File: src/rtl/puf_ctrl_pkg.sv
// puf_ctrl_pkg: shared state encoding, counter widths and helpers for the PUF
// evaluation controller (puf_eval_ctrl and puf_vote_acc).
package puf_ctrl_pkg;

  // Width of the per-request evaluation counter.
  localparam int unsigned EVAL_CNT_W = 8;

  typedef enum logic [2:0] {
    IDLE,
    RST,
    ARM,
    WAIT,
    SAMP,
    VOTE,
    RESP
  } state_t;

  // Per-bit vote counter width: must hold 0..num_evals.
  function automatic int unsigned vote_cnt_w(input int unsigned num_evals);
    return $clog2(num_evals + 1);
  endfunction

endpackage

File: src/rtl/puf_vote_acc.sv
// puf_vote_acc: per-bit vote counters for the PUF evaluation controller.
//   clk, reset_n  : clock, async active-low reset
//   clr           : zero all counters (start of a request)
//   acc           : add word[i] into counter i
//   word          : sampled PUF word
//   majority_c    : combinational majority (2*cnt > NUM_EVALS, ties -> 0)
//   unstable_c    : combinational flip flag (cnt neither 0 nor NUM_EVALS),
//                   present only when PUF_STABILITY_MASK_EN is defined
module puf_vote_acc
  import puf_ctrl_pkg::*;
#(
  parameter int unsigned OUT_BITS  = 8,
  parameter int unsigned NUM_EVALS = 5
) (
  input  logic                clk,
  input  logic                reset_n,
  input  logic                clr,
  input  logic                acc,
  input  logic [OUT_BITS-1:0] word,
`ifdef PUF_STABILITY_MASK_EN
  output logic [OUT_BITS-1:0] unstable_c,
`endif
  output logic [OUT_BITS-1:0] majority_c
);

  localparam int unsigned VW = vote_cnt_w(NUM_EVALS);

  logic [VW-1:0] vote_cnt [OUT_BITS];

  // Counters saturate naturally: at most NUM_EVALS accumulates per request.
  always_ff @(posedge clk or negedge reset_n) begin
    if (!reset_n) begin
      for (int unsigned i = 0; i < OUT_BITS; i++) vote_cnt[i] <= '0;
    end else if (clr) begin
      for (int unsigned i = 0; i < OUT_BITS; i++) vote_cnt[i] <= '0;
    end else if (acc) begin
      for (int unsigned i = 0; i < OUT_BITS; i++) vote_cnt[i] <= vote_cnt[i] + VW'(word[i]);
    end
  end

  // Doubling the count avoids a divide and makes even-count ties resolve to 0.
  always_comb begin
    majority_c = '0;
    for (int unsigned i = 0; i < OUT_BITS; i++)
      majority_c[i] = {vote_cnt[i], 1'b0} > (VW+1)'(NUM_EVALS);
  end

`ifdef PUF_STABILITY_MASK_EN
  always_comb begin
    unstable_c = '0;
    for (int unsigned i = 0; i < OUT_BITS; i++)
      unstable_c[i] = (vote_cnt[i] != '0) && (vote_cnt[i] != VW'(NUM_EVALS));
  end
`endif

endmodule

File: src/rtl/puf_eval_ctrl.sv
// puf_eval_ctrl: sequences NUM_EVALS reset/start/sample evaluations of one PUF
// word and returns the bitwise majority on a valid/ready response channel.
// Optional feature macro: PUF_STABILITY_MASK_EN adds resp_unstable.
//   clk, reset_n          : clock, async active-low reset
//   req_valid/ready/addr  : request channel (one request in flight)
//   resp_valid/ready/data : response channel, data = voted word
//   resp_unstable         : per-bit flip flags (PUF_STABILITY_MASK_EN only)
//   busy                  : high outside IDLE
//   puf_reset/start/addr  : drive the PUF array
//   puf_word              : registered word from the array
module puf_eval_ctrl
  import puf_ctrl_pkg::*;
#(
  parameter int unsigned ADDR_BITS     = 4,
  parameter int unsigned OUT_BITS      = 8,
  parameter int unsigned NUM_EVALS     = 5,
  parameter int unsigned RST_CYCLES    = 4,
  parameter int unsigned SETTLE_CYCLES = 16
) (
  input  logic                 clk,
  input  logic                 reset_n,
  input  logic                 req_valid,
  output logic                 req_ready,
  input  logic [ADDR_BITS-1:0] req_addr,
  output logic                 resp_valid,
  input  logic                 resp_ready,
  output logic [OUT_BITS-1:0]  resp_data,
`ifdef PUF_STABILITY_MASK_EN
  output logic [OUT_BITS-1:0]  resp_unstable,
`endif
  output logic                 busy,
  output logic                 puf_reset,
  output logic                 puf_start,
  output logic [ADDR_BITS-1:0] puf_addr,
  input  logic [OUT_BITS-1:0]  puf_word
);

  localparam int unsigned PH_MAX = (RST_CYCLES > SETTLE_CYCLES) ? RST_CYCLES : SETTLE_CYCLES;
  localparam int unsigned PH_W   = $clog2(PH_MAX + 1);
  localparam logic [EVAL_CNT_W:0] NUM_EVALS_X = (EVAL_CNT_W+1)'(NUM_EVALS);

  state_t                state_q, state_d;
  logic [PH_W-1:0]       phase_q, phase_d;
  logic [EVAL_CNT_W-1:0] eval_q, eval_d;
  logic                  req_ready_d, resp_valid_d, busy_d, puf_reset_d, puf_start_d;
  logic [OUT_BITS-1:0]   resp_data_d;
  logic [ADDR_BITS-1:0]  puf_addr_d;
  logic                  vote_clr, vote_acc;
  logic [OUT_BITS-1:0]   majority_c;
`ifdef PUF_STABILITY_MASK_EN
  logic [OUT_BITS-1:0]   unstable_c;
  logic [OUT_BITS-1:0]   resp_unstable_d;
`endif

  puf_vote_acc #(
    .OUT_BITS  (OUT_BITS),
    .NUM_EVALS (NUM_EVALS)
  ) u_vote (
    .clk        (clk),
    .reset_n    (reset_n),
    .clr        (vote_clr),
    .acc        (vote_acc),
    .word       (puf_word),
`ifdef PUF_STABILITY_MASK_EN
    .unstable_c (unstable_c),
`endif
    .majority_c (majority_c)
  );

  // State, counters and all registered outputs.
  always_ff @(posedge clk or negedge reset_n) begin
    if (!reset_n) begin
      state_q    <= IDLE;
      phase_q    <= '0;
      eval_q     <= '0;
      req_ready  <= 1'b1;
      resp_valid <= 1'b0;
      resp_data  <= '0;
      busy       <= 1'b0;
      puf_reset  <= 1'b1;
      puf_start  <= 1'b0;
      puf_addr   <= '0;
`ifdef PUF_STABILITY_MASK_EN
      resp_unstable <= '0;
`endif
    end else begin
      state_q    <= state_d;
      phase_q    <= phase_d;
      eval_q     <= eval_d;
      req_ready  <= req_ready_d;
      resp_valid <= resp_valid_d;
      resp_data  <= resp_data_d;
      busy       <= busy_d;
      puf_reset  <= puf_reset_d;
      puf_start  <= puf_start_d;
      puf_addr   <= puf_addr_d;
`ifdef PUF_STABILITY_MASK_EN
      resp_unstable <= resp_unstable_d;
`endif
    end
  end

  // Next state and next output values; outputs change together with the state.
  always_comb begin
    state_d      = state_q;
    phase_d      = phase_q;
    eval_d       = eval_q;
    req_ready_d  = req_ready;
    resp_valid_d = resp_valid;
    resp_data_d  = resp_data;
    busy_d       = busy;
    puf_reset_d  = puf_reset;
    puf_start_d  = puf_start;
    puf_addr_d   = puf_addr;
    vote_clr     = 1'b0;
    vote_acc     = 1'b0;
`ifdef PUF_STABILITY_MASK_EN
    resp_unstable_d = resp_unstable;
`endif
    case (state_q)
      IDLE: begin
        if (req_valid) begin
          state_d     = RST;
          phase_d     = '0;
          eval_d      = '0;
          vote_clr    = 1'b1;
          puf_addr_d  = req_addr;
          req_ready_d = 1'b0;
          busy_d      = 1'b1;
          puf_reset_d = 1'b1;
          puf_start_d = 1'b0;
        end
      end
      RST: begin
        if (phase_q == PH_W'(RST_CYCLES - 1)) begin
          state_d     = ARM;
          phase_d     = '0;
          puf_reset_d = 1'b0;
          puf_start_d = 1'b1;
        end else begin
          phase_d = phase_q + PH_W'(1);
        end
      end
      ARM: begin
        if (phase_q == PH_W'(SETTLE_CYCLES - 1)) begin
          state_d = WAIT;
          phase_d = '0;
        end else begin
          phase_d = phase_q + PH_W'(1);
        end
      end
      // One extra cycle so puf_word reflects the settled array output.
      WAIT: state_d = SAMP;
      SAMP: begin
        vote_acc    = 1'b1;
        puf_start_d = 1'b0;
        puf_reset_d = 1'b1;
        if ({1'b0, eval_q} + (EVAL_CNT_W+1)'(1) < NUM_EVALS_X) begin
          state_d = RST;
          eval_d  = eval_q + EVAL_CNT_W'(1);
        end else begin
          state_d = VOTE;
        end
      end
      VOTE: begin
        state_d      = RESP;
        resp_data_d  = majority_c;
        resp_valid_d = 1'b1;
        puf_reset_d  = 1'b1;
`ifdef PUF_STABILITY_MASK_EN
        resp_unstable_d = unstable_c;
`endif
      end
      RESP: begin
        if (resp_ready) begin
          state_d      = IDLE;
          resp_valid_d = 1'b0;
          req_ready_d  = 1'b1;
          busy_d       = 1'b0;
        end
      end
      default: state_d = IDLE;
    endcase
  end

endmodule
File: config.mk
export PLATFORM = sky130hd
export DESIGN_NAME = puf_eval_ctrl
export DESIGN_NICKNAME = d
export VERILOG_FILES = /design/src/rtl/puf_ctrl_pkg.sv /design/src/rtl/puf_vote_acc.sv /design/src/rtl/puf_eval_ctrl.sv
export SDC_FILE = /design/constraint.sdc
export NUM_CORES = 1
export LEC_CHECK = 0
export ABC_AREA = 1
export BUFFER_PORTS_ARGS = -buffer_cell sky130_fd_sc_hd__buf_2
export CAP_MARGIN = 20
export CORE_MARGIN = 8
export CORE_UTILIZATION = 28
export DETAILED_ROUTE_END_ITERATION = 16
export GPL_ROUTABILITY_DRIVEN = 0
export HOLD_SLACK_MARGIN = 0.15
export PLACE_DENSITY = 0.45
export SETUP_SLACK_MARGIN = 0.2
export SYNTH_ARGS = -nofsm -noshare
export SYNTH_HDL_FRONTEND = slang
export SYNTH_SLANG_ARGS = --single-unit
export TNS_END_PERCENT = 20
File: constraint.sdc
create_clock -name clk -period 1.6 [get_ports clk]
set_input_delay 0.24 -clock clk [delete_from_list [all_inputs] [get_ports clk]]
set_output_delay 0.24 -clock clk [all_outputs]
set_load 0.01 [all_outputs]
==> impl_metrics.csv <==
group,metric,value,unit
layout,fin_util,36.8,%
timing,whs,0.253,ns
routing,vias,2205,
layout,fin_nets,395,
worst_setup_path,worstPathCellList,"ha_2, inv_1, nand2_1, nand3_1, nand2_1, nor2_2, nand3_4, nand2_4, nand2_4, nand2_1, nand2_1",
routing,routed_via_density,4.42,
status,status,"completed",
timing,fmax,0.655,GHz
synthesis,synth_top_area_share,47.9,%
synthesis,synth_top_cell_by_area,"dfrtp_1",
routing,ant_nets,0,
grt,track_usage,10.6,%
clock_tree,numCtsBuffers,9,
pwr,ir_drop,0.684,mV
die,die_h,117,um
worst_setup_path,crit_path_end_kind,"flip-flop",
die,std_cell_rows,37,
pwr,p_total,6.33,mW
worst_setup_path,crit_fanout,5,
timing,period_needed,1.53,ns
synthesis,ys_seq_elements,57,
die,core_area,10100,um2
clock_tree,clock_path_buffers,2,
synthesis,synth_most_common_cell,"nand2_1",
timing,setup_viol,0,
clock_tree,ctsRootBufferMaster,"clkbuf_8",
timing,finalHoldViolCount,0,
worst_setup_path,required,1.83,ns
clock_tree,clock_latency,0.34,ns
synthesis,async_flop_share,100,%
synthesis,yosysWarnings,0,
timing,post-route-period-util,95.4,%
die,start_util,28.3,%
die,die_w,117,um
pwr,power.density,1700,nW/um2
die,die_area,13800,um2
synthesis,syn_area,2870,um2
worst_hold_path,hold_class,"in -> reg",
layout,nFillCells,1022,
grt,grt-ovfl-total,0,
synthesis,synth_edf_count,0,
worst_setup_path,crit_top_cell,"nand2_1",
grt,grt_max_degree,20,
run,max_cap_violations,0,
placement,placed_area,3290,um2
timing,relSlewSlack,63.4,%
timing,setup_slack,0.0739,ns
synthesis,synth_common_cells,"65 x nand2_1, 55 x dfrtp_1, 23 x inv_1, 23 x o21ai_0, 20 x ha_1",
layout,fin_cells,499,
clock_tree,cts.sinks,57,
synthesis,yosys.area_share.xor_xnor,2.44,%
placement,dp_hpwl,4600,um
synthesis,synth_simple_gate_area_share,19.0,%
routing,avgRoutedWirePerCell,13.6,um
timing,fin_tns_setup,0,ns
synthesis,synth_compound_area_share,14.5,%
grt,grt_antenna_before_repair,0,
clock_tree,clk_pin_slew,0.07,ns
placement,port-buffer-count,32,
timing,skew,0.0117,ns
timing,rsz0062_at_grt,"yes",
grt,grt_pass1_wl,11800,um
clock_tree,htreeDepth,3,
synthesis,synth_mux_area_share,0,%
synthesis,synth_nets,332,
placement,dp.cells,473,
synthesis,ys_seq_area_share,49.7,%
grt,grt_pass1_vias,2334,
layout,num_antenna_cells,0,
synthesis,synthAdderAreaFrac,8.71,%
worst_setup_path,crit_type,"reg -> reg",
die,pin_count,33,
clock_tree,cts_tree,"done",
worst_setup_path,critPathLaunchType,"flip-flop",
worst_setup_path,crit_path_top_delay_cell,"dfrtp_1",
synthesis,synth_area_leaders,"dfrtp_1 48%, ha_1 8.7%, nand2_1 8.5%",
routing,drt_iter0_drc,85,
synthesis,syn_avg_cell_area,9.71,um2
layout,drive_gt1_share,31.4,%
layout,syn2layout_area_growth,29.8,%
worst_setup_path,crit_path_max_incr_delay,0.38,ns
layout,fin_area,3730,um2
timing,tightest_slew,0.549,ns
routing,drcViolationCount,0,
pwr,p_leak,1.82,nW
synthesis,synth_cell_types,33,
timing,drv_slew,0,
synthesis,synth_top_family_by_area,"simple AND/OR/NAND/NOR gates",
routing,routed_wl,6770,um
worst_setup_path,arrival,1.76,ns
synthesis,synthFlopType,"dfrtp_1",
placement,pre_cts_slack,-0.0287,ns
routing,first_pass_iters,4,
synthesis,syn_inst,296,
routing by layer:
metal  wire, um  track usage, %
met5          0               0
met4        106            4.62
met3        311            2.97
met2       3090            16.4
met1       3260            13.5
logic make-up after synthesis:
kind of cell	after synthesis
AOI/OAI and AO/OA	63
xor gates and xnor gates	8
buffers and inverters	37
DFF	57
and+or+nand+nor	111
adders and majority gates	20
flip-flops by register name, summed over array words and instances (netlist names):
signal,cells
puf_start,1
puf_addr,4
resp_valid,1
busy,1
u_vote.vote_cnt,24
resp_data,8
eval_q,8
puf_reset,1
phase_q,5
req_ready,1
state_q,3
power breakdown:
group	switching, mW	internal (mW)
logic	1.48	1.07
clock network	0.602	0.956
registers	0.329	1.89
critical path: cells and delay by family, from the launching register on:
kind          cells  cell delay [ns]
fa+ha+maj         1             0.28
simple gates      9             0.69
buf+inv           1             0.05
flops             1             0.38
cell usage in the layout, fill, tap and decap left out, types with 5 or more instances in the layout:
cell type	instances
nand2_1	62
dfrtp_1	51
buf_2	32
o21ai_0	22
inv_1	21
ha_1	17
buf_4	17
a32o_1	16
a21oi_1	16
nand3_1	12
clkbuf_8	11
nor2_1	8
xnor2_1	8
inv_2	7
nand2_4	7
nor2_4	6
nor2_2	5
dlygate4sd3_1	5
worst paths after layout:
path / start / end / slack (ns) / depth (start not counted)
worst max register to register: eval_q[1]$_DFFE_PN0P_ / eval_q[1]$_DFFE_PN0P_ / 0.07 / 11
max in group asynchronous: reset_n / eval_q[2]$_DFFE_PN0P_ / 0.58 / 3
worst min-delay path: resp_ready / busy$_DFFE_PN0P_ / 0.25 / 4
min in group asynchronous: reset_n / u_vote.vote_cnt[7]$_DFFE_PN0P_ / 0.42 / 2
worst min register to register: puf_addr[2]$_DFFE_PN0P_ / puf_addr[2]$_DFFE_PN0P_ / 0.48 / 2
worst max-delay path: eval_q[1]$_DFFE_PN0P_ / eval_q[1]$_DFFE_PN0P_ / 0.07 / 11
final cells by class:
cell class	instances	area, um2	area share [%]
clock buffer	11	151	4.06
clock inverter	4	76.3	2.05
inverter	30	119	3.19
multi-input combinational	204	1390	37.3
sequential	57	1430	38.4
tap	136	170	4.56
timing repair buffer	57	389	10.4
repair_timing:
| action | 4_1_cts | 5_1_grt |
|---|---|---|
| resized for setup | 9 | 22 |
| pin swaps | 5 | 7 |
| hold buffers | 5 | 0 |
| gates cloned | 2 | 0 |
| hold endpoints to repair | 19 | 0 |
| buffers inserted | 3 | 1 |
| endpoints found under the setup margin | 48 | 40 |
No activity file was read; power rests on OpenSTA's default activity.
